## config.mk

```make
export PLATFORM = sky130hd
export DESIGN_NAME = multi_ctrl
export DESIGN_NICKNAME = d
export VERILOG_FILES = /design/src/rtl/multi_ctrl.sv
export SDC_FILE = /design/constraint.sdc
export NUM_CORES = 1
export LEC_CHECK = 0
export ABC_AREA = 1
export BUFFER_PORTS_ARGS = -buffer_cell sky130_fd_sc_hd__buf_2
export CORE_AREA = 2 2 64 48
export CTS_CLUSTER_DIAMETER = 50
export DETAILED_ROUTE_END_ITERATION = 8
export DIE_AREA = 0 0 66 50
export PLACE_DENSITY = 0.53
export RECOVER_POWER = 25
export SETUP_SLACK_MARGIN = 0.4
export SYNTH_ARGS = -nofsm -noshare
export SYNTH_HDL_FRONTEND = slang
export SYNTH_SLANG_ARGS = --single-unit
```

## constraint.sdc

```tcl
create_clock -name clk -period 2.1 [get_ports clk]
set_clock_uncertainty 0.2 [all_clocks]
set_input_delay 0.315 -clock clk [delete_from_list [all_inputs] [get_ports clk]]
set_output_delay 0.315 -clock clk [all_outputs]
set_load 0.05 [all_outputs]
```

## src/rtl/multi_ctrl.sv

```systemverilog
// Multi-cycle MIPS-style main control unit.
// A Moore FSM sequences each instruction through fetch, decode and
// class-specific execute/memory/write-back states. It drives the datapath
// enables, the mux selects and the ALU class code. The current state code is
// exported on `state` for debug and checker binding.
//
// Memory handshake: in a memory state (FETCH, MEM_RD, MEM_WR) the access is
// outstanding until mem_ready=1. The cycle with mem_ready=1 is the completion
// cycle: any side effect tied to the access (ir_write/pc_write in FETCH,
// instr_done in MEM_WR) is asserted only in that cycle, and the FSM advances
// on the following clock edge. While mem_ready=0 the FSM holds its state and
// keeps the access strobes steady.
module multi_ctrl (
  input  logic       clk,
  input  logic       rst,
  input  logic [5:0] opcode,
  input  logic       mem_ready,
  output logic [2:0] ALUOP,
  output logic       pc_write,
  output logic       pc_write_cond,
  output logic       ir_write,
  output logic       mem_read,
  output logic       mem_write,
  output logic       i_or_d,
  output logic       reg_write,
  output logic       mem_to_reg,
  output logic       alu_src_a,
  output logic [1:0] alu_src_b,
  output logic [1:0] pc_src,
  output logic [1:0] reg_dst,
  output logic [3:0] state,
  output logic       instr_done,
  output logic       illegal
);

  typedef enum logic [3:0] {
    S_FETCH    = 4'd0,
    S_DECODE   = 4'd1,
    S_MEM_ADDR = 4'd2,
    S_MEM_RD   = 4'd3,
    S_MEM_WB   = 4'd4,
    S_MEM_WR   = 4'd5,
    S_EXEC_R   = 4'd6,
    S_R_WB     = 4'd7,
    S_BRANCH   = 4'd8,
    S_EXEC_ORI = 4'd9,
    S_ORI_WB   = 4'd10,
    S_JUMP     = 4'd11,
    S_JAL      = 4'd12
  } state_t;

  localparam logic [5:0] OP_RTYPE = 6'b000000;
  localparam logic [5:0] OP_LW    = 6'b100011;
  localparam logic [5:0] OP_SW    = 6'b101011;
  localparam logic [5:0] OP_BEQ   = 6'b000100;
  localparam logic [5:0] OP_ORI   = 6'b001101;
  localparam logic [5:0] OP_J     = 6'b000010;
  localparam logic [5:0] OP_JAL   = 6'b000011;

  localparam logic [2:0] ALU_RTYPE = 3'b000;
  localparam logic [2:0] ALU_BEQ   = 3'b001;
  localparam logic [2:0] ALU_ORI   = 3'b010;
  localparam logic [2:0] ALU_LW    = 3'b011;
  localparam logic [2:0] ALU_SW    = 3'b100;
  localparam logic [2:0] ALU_JAL   = 3'b101;
  localparam logic [2:0] ALU_JMP   = 3'b110;

  state_t state_q, state_d;
  // Remembers lw vs sw from DECODE so MEM_ADDR never looks at opcode again.
  logic   is_sw_q, is_sw_d;

  // State register with asynchronous active-low reset into FETCH.
  always_ff @(posedge clk or negedge rst) begin
    if (!rst) begin
      state_q <= S_FETCH;
      is_sw_q <= 1'b0;
    end else begin
      state_q <= state_d;
      is_sw_q <= is_sw_d;
    end
  end

  // Next-state and Moore output decode; every output defaults to 0.
  always_comb begin
    state_d       = state_q;
    is_sw_d       = is_sw_q;
    ALUOP         = ALU_RTYPE;
    pc_write      = 1'b0;
    pc_write_cond = 1'b0;
    ir_write      = 1'b0;
    mem_read      = 1'b0;
    mem_write     = 1'b0;
    i_or_d        = 1'b0;
    reg_write     = 1'b0;
    mem_to_reg    = 1'b0;
    alu_src_a     = 1'b0;
    alu_src_b     = 2'b00;
    pc_src        = 2'b00;
    reg_dst       = 2'b00;
    instr_done    = 1'b0;
    illegal       = 1'b0;

    case (state_q)
      S_FETCH: begin
        mem_read  = 1'b1;
        alu_src_b = 2'b01;
        ALUOP     = ALU_LW;
        if (mem_ready) begin
          ir_write = 1'b1;
          pc_write = 1'b1;
          state_d  = S_DECODE;
        end
      end
      S_DECODE: begin
        alu_src_b = 2'b11;
        ALUOP     = ALU_LW;
        case (opcode)
          OP_RTYPE: state_d = S_EXEC_R;
          OP_LW, OP_SW: begin
            state_d = S_MEM_ADDR;
            is_sw_d = (opcode == OP_SW);
          end
          OP_BEQ:  state_d = S_BRANCH;
          OP_ORI:  state_d = S_EXEC_ORI;
          OP_J:    state_d = S_JUMP;
          OP_JAL:  state_d = S_JAL;
          default: begin
            illegal = 1'b1;
            state_d = S_FETCH;
          end
        endcase
      end
      S_MEM_ADDR: begin
        alu_src_a = 1'b1;
        alu_src_b = 2'b10;
        ALUOP     = is_sw_q ? ALU_SW : ALU_LW;
        state_d   = is_sw_q ? S_MEM_WR : S_MEM_RD;
      end
      S_MEM_RD: begin
        mem_read = 1'b1;
        i_or_d   = 1'b1;
        if (mem_ready) state_d = S_MEM_WB;
      end
      S_MEM_WB: begin
        reg_write  = 1'b1;
        mem_to_reg = 1'b1;
        instr_done = 1'b1;
        state_d    = S_FETCH;
      end
      S_MEM_WR: begin
        mem_write = 1'b1;
        i_or_d    = 1'b1;
        if (mem_ready) begin
          instr_done = 1'b1;
          state_d    = S_FETCH;
        end
      end
      S_EXEC_R: begin
        alu_src_a = 1'b1;
        ALUOP     = ALU_RTYPE;
        state_d   = S_R_WB;
      end
      S_R_WB: begin
        reg_write  = 1'b1;
        reg_dst    = 2'b01;
        instr_done = 1'b1;
        state_d    = S_FETCH;
      end
      S_BRANCH: begin
        alu_src_a     = 1'b1;
        ALUOP         = ALU_BEQ;
        pc_src        = 2'b01;
        pc_write_cond = 1'b1;
        instr_done    = 1'b1;
        state_d       = S_FETCH;
      end
      S_EXEC_ORI: begin
        alu_src_a = 1'b1;
        alu_src_b = 2'b10;
        ALUOP     = ALU_ORI;
        state_d   = S_ORI_WB;
      end
      S_ORI_WB: begin
        reg_write  = 1'b1;
        instr_done = 1'b1;
        state_d    = S_FETCH;
      end
      S_JUMP: begin
        pc_src     = 2'b10;
        pc_write   = 1'b1;
        ALUOP      = ALU_JMP;
        instr_done = 1'b1;
        state_d    = S_FETCH;
      end
      S_JAL: begin
        pc_src     = 2'b10;
        pc_write   = 1'b1;
        reg_write  = 1'b1;
        reg_dst    = 2'b10;
        ALUOP      = ALU_JAL;
        instr_done = 1'b1;
        state_d    = S_FETCH;
      end
      default: state_d = S_FETCH;
    endcase

    // Reset holds FETCH but must not let a fetch complete.
    if (!rst) begin
      ir_write = 1'b0;
      pc_write = 1'b0;
    end
  end

  assign state = state_q;

endmodule

```

==> flow_metrics.tcl, run 1 <==
set metrics [dict create \
    drive_gt1_share_pct 59.8 \
    outcome "finished clean" \
    holdPathStages 3 \
    yosys_warnings 0 \
    finalHoldViolCount 0 \
    die_area_um2 3300 \
    num_rows 16 \
    critPathKind "reg2out" \
    hold_class "in2reg" \
    hpwlAfterDp_mm 1.75 \
    clock_path_buffers 2 \
    final_nets 184 \
    die_x_um 66 \
    diodes 0 \
    final.period_utilization_pct 96.3 \
    seq_area_frac_synth_pct 19.4 \
    netlist_area_um2 644 \
    worstMarginPinSlew_ns 0.595 \
    cts_made_buffers 3 \
    final_cell_mix "nand2_1 (26), buf_4 (17), inv_1 (13), buf_6 (13)" \
    place.gp.congestion 0.867 \
    grt_overflow 0 \
    critPathArrivalTime_ns 1.51 \
    grt_pass1_vias 828 \
    ant_nets 0 \
    wirelength_mm 2.62 \
    cts_root_buffer "clkbuf_8" \
    cts.sinks 5 \
    drt_iter0_markers 33 \
    dr.pass1.iters 4 \
    setup_viol 0 \
    antenna_found_initial 0 \
    synthTopCellsByArea "nand2_1 (20%), dfrtp_1 (19%), nand3_1 (10%), inv_1 (9.3%), nor2_2 (6.8%)" \
    port_buffers 32 \
    cp_data_required_time_ns 1.58 \
    n_fill_cell 253 \
    fin_area_um2 1420 \
    syn_nets 125 \
    crit_chain "nor2_4 > buf_4 > nand3_2 > a21oi_4 > buf_6" \
    rrSetupSlack_ns 0.52 \
    rsz0062_at_grt "true" \
    cts_tree "yes" \
    path_max_fanout 6 \
    clk_latency_ns 0.22 \
    ioPinCount 33 \
    critical_path.max_stage_delay_ns 0.49 \
    relSlewSlack_pct 60.5 \
    layout_commonest_cell "nand2_1" \
    finalMaxSlewViolations 0 \
    post_drt_via_cell_ratio 4.62 \
    grt_pass1_wl_mm 3.81 \
    syn_inst 116 \
    vias 971 \
    worstSetupStartpointType "register" \
    fin_cells 210 \
    cp.depth 5 \
    drc 0 \
    synth_cell_types 19 \
    dpl-instance-area_um2 923 \
    grt_max_degree 8 \
    cp-end-kind "output pin" \
    ys_seq_elements 5 \
    ff2ff_path_depth 8 \
    fp.coreArea_um2 2680 \
    synth_top_area_cell "nand2_1" \
    post-route-min-period_ns 2.02 \
    cts_max_level 1 \
    cap_violations 0 \
    synthToLayoutAreaGrowth_pct 121 \
    crit_buf_inv 2 \
    clock.fmax_ghz 0.495 \
    grt_use_total_pct 15.1 \
    slowest_stage "dfrtp_2" \
    die_height_um 50 \
    dp_cells 183 \
    synth_top_area_share_pct 20.4 \
    cts.clk_slew.worst_paths_ns 0.04 \
    synth_area_per_cell_um2 5.55 \
    drt-wirelength-per-cell_um 12.5 \
    path_delay_family "flip-flops" \
    start_util_pct 24.0 \
]
## timing repair
item | 4_1_cts | 5_1_grt
pin swaps | 9 | 8
gates resized for setup | 55 | 25
hold endpoints to repair | 5 | 0
setup endpoints to repair | 20 | 20
setup buffers | 10 | 12
hold buffers | 1 | 0
cloned | 0 | 0
## synthesized netlist by cell type, drive strengths merged
library cell	count
buf	1
nand2	38
nor2	20
clkinv	2
o21ai	7
nand4	2
dfrtp	5
a21oi	3
and3	1
nor3	1
inv	21
nand3	15
## routing by layer
metal  wire [µm]  track usage, %
met1        1070            19.8
met2        1380            24.9
met3         117            2.05
met4          61            6.12
met5           0               0
## flip-flops by register name, summed over array words and instances, names as in the netlist
register and cells:
is_sw_q 1, state 4
## worst register-to-register path: stages (launching register included)
cell,delay [ns]
dfrtp_2,0.46
nor2_4,0.25
buf_6,0.13
buf_6,0.10
nand2_4,0.07
nand3_2,0.09
nand2_2,0.05
nand2_1,0.07
nand2_1,0.04
## worst paths after layout
kind,startpoint,end
min in group asynchronous,rst,state[3]
worst max register to register,state[3],state[2]
max in group asynchronous,rst,state[1]
worst min register to register,is_sw_q,is_sw_q
worst min-delay path,opcode[3],is_sw_q
worst max-delay path,state[0],pc_write
## cells by family after synthesis
logic type / after synthesis / synth area share (%)
AO/OA/AOI/OAI: 10 / 8.35
buffers and inverters: 24 / 14.6
flip-flops: 5 / 19.4
AND/OR/NAND/NOR: 77 / 57.7
## stage by stage
step | hold slack [ns] | utilization [%] | setup slack (ns) | setup TNS (ns)
CTS | 0.194 | 46.4 | 0.102 | 0
global placement | -0.0452 | 34.4 | 0.178 | 0
floorplan | -0.181 | - | -0.127 | -0.214
detailed placement | -0.0483 | 34.4 | 0.162 | 0
finish | 0.217 | 53.0 | 0.0783 | 0
global route | 0.230 | 53.0 | 0.00474 | 0
## area by class of cell
type	instances	area, µm²	share of cell area [%]
Sequential cell	5	130	9.15
Clock buffer	4	45.0	3.17
Inverter	23	101	7.12
Tap cell	36	45.0	3.17
Timing Repair Buffer	55	527	37.0
Multi-Input combinational cell	87	574	40.4
Power of run 1 is not shown: default switching activity piles up to over one toggle a cycle in this logic, so the estimate is an artifact.
==> run 2: changes to the inputs <==
==> constraint.sdc (replaced) <==
create_clock -name clk -period 2.4 [get_ports clk]
set_clock_uncertainty 0.2 [all_clocks]
set_input_delay 0.36 -clock clk [delete_from_list [all_inputs] [get_ports clk]]
set_output_delay 0.36 -clock clk [all_outputs]
set_load 0.05 [all_outputs]
==> run 2 against run 1 <==
  * Die area unchanged
  * Clock-buffer cell count unchanged
  * Via count decreased by 12%
  * Flip-flop and latch count unchanged
==> flow_metrics.tcl, run 2 (synthesis results as in run 1) <==
set metrics [dict create \
    outcome "finished clean" \
    cap_violations 0 \
    antenna_found_initial 0 \
    grt_overflow 0 \
    clock.fmax_ghz 0.479 \
    wirelength_mm 2.19 \
    drt_iter0_markers 42 \
    hpwlAfterDp_mm 1.62 \
    worstMarginPinSlew_ns 0.328 \
    hold_class "in2reg" \
    layout_commonest_cell "nand2_1" \
    dr.pass1.iters 4 \
    clock_path_buffers 2 \
    fp.coreArea_um2 2680 \
    critPathArrivalTime_ns 1.53 \
    place.gp.congestion 0.857 \
    cts.clk_slew.worst_paths_ns 0.04 \
    final_nets 167 \
    grt_pass1_vias 797 \
    crit_path_start "state[3]" \
    drt-wirelength-per-cell_um 11.3 \
    cts_tree "yes" \
    cp-end-kind "output pin" \
    final.period_utilization_pct 86.9 \
    die_height_um 50 \
    vias 851 \
    clk_latency_ns 0.22 \
    die_x_um 66 \
    post-route-min-period_ns 2.09 \
    critPathKind "reg2out" \
    synthToLayoutAreaGrowth_pct 70.9 \
    ant_nets 0 \
    final_cell_mix "nand2_1 (34), buf_2 (16), inv_1 (14), nand3_1 (13), nor2_1 (9)" \
    cts_made_buffers 3 \
    finalHoldViolCount 0 \
    grt_max_degree 8 \
    drive_gt1_share_pct 47.8 \
    grt_pass1_wl_mm 3.49 \
    diodes 0 \
    die_area_um2 3300 \
    ioPinCount 33 \
    finalMaxSlewViolations 0 \
    setup_viol 0 \
    num_rows 16 \
    cts.sinks 5 \
    hold_start "opcode[3]" \
    grt_use_total_pct 13.9 \
    port_buffers 32 \
    drc 0 \
    cp_data_required_time_ns 1.84 \
    r2r-start "state[3]" \
    rsz0062_at_grt "true" \
    post_drt_via_cell_ratio 4.41 \
    largest_reg_flops 4 \
    start_util_pct 24.0 \
    worstSetupStartpointType "register" \
    cts_root_buffer "clkbuf_8" \
    cts_max_level 1 \
    path_max_fanout 6 \
    relSlewSlack_pct 78.1 \
    finalSetupTns_ns 0 \
]
[run 2: cell count changes in the layout (fill, tap and decap cells not counted), moves of 3 or more]
cell / before / now
clkbuf_4: 0 / 3
nand2_2: 7 / 3
buf_4: 17 / 8
nand2_4: 5 / 1
buf_2: 10 / 16
nand2_1: 26 / 34
buf_8: 11 / 1
buf_6: 13 / 8
[run 2: worst paths after layout]
kind	endpoint	slack, ns	cells after the start
min reg2reg	is_sw_q	0.30	2
max	instr_done	0.31	7
min	is_sw_q	0.23	3
max reg2reg	state[0]	0.86	7
min in group asynchronous	is_sw_q	0.40	2
max in group asynchronous	state[1]	1.37	2
[run 2: area by class of cell]
type,count,area (µm²)
flip-flops and latches,5,129
fillers,295,1580
multi-input cells,87,508
clock buffers,4,45.0
inverters,23,92.6
well taps,36,45.0
repair buffers,38,282
[run 2: what timing repair did]
| action | 4_1_cts | 5_1_grt |
|---|---|---|
| hold buffers | 1 | 0 |
| hold endpoints to repair | 5 | 0 |
| setup buffers | 2 | 3 |
| endpoints found under the setup margin | 9 | 16 |
| gates resized for setup | 16 | 22 |
| pin swaps | 2 | 6 |
[run 2: through the flow]
stage / util, % / hold WS (ns) / setup WS (ns) / instance area, µm² / instances
finish: 41.0 / 0.232 / 0.313 / 1100 / 193
global route: 41.0 / 0.239 / 0.221 / 1100 / 193
CTS: 38.3 / 0.231 / 0.332 / 1030 / 190
detailed placement: 33.7 / -0.000359 / 0.445 / 903 / 183
global placement: 33.7 / -0.000611 / 0.430 / 903 / 183
floorplan: - / -0.136 / 0.128 / 706 / 116
[run 2: layer usage]
| metal | wire [µm] | vias to the layer above | GRT usage [%] | share of wire [%] |
|---|---|---|---|---|
| met4 | 11 | 0 | 3.06 | 0.50 |
| met5 | 0 | - | 0 | 0 |
| met3 | 192 | 2 | 4.79 | 8.8 |
| li1 | - | 444 | - | - |
| met1 | 957 | 380 | 18.8 | 44 |
| met2 | 1030 | 25 | 21.2 | 47 |
[run 2: critical path: stages (launching register included)]
cell and delay, ns:
dfrtp_1 0.52, inv_2 0.10, nor2_4 0.18, inv_2 0.09, nor2_4 0.11, nor2_1 0.05
nand4_1 0.09, buf_6 0.16
Power of run 2 is left out for the same reason.
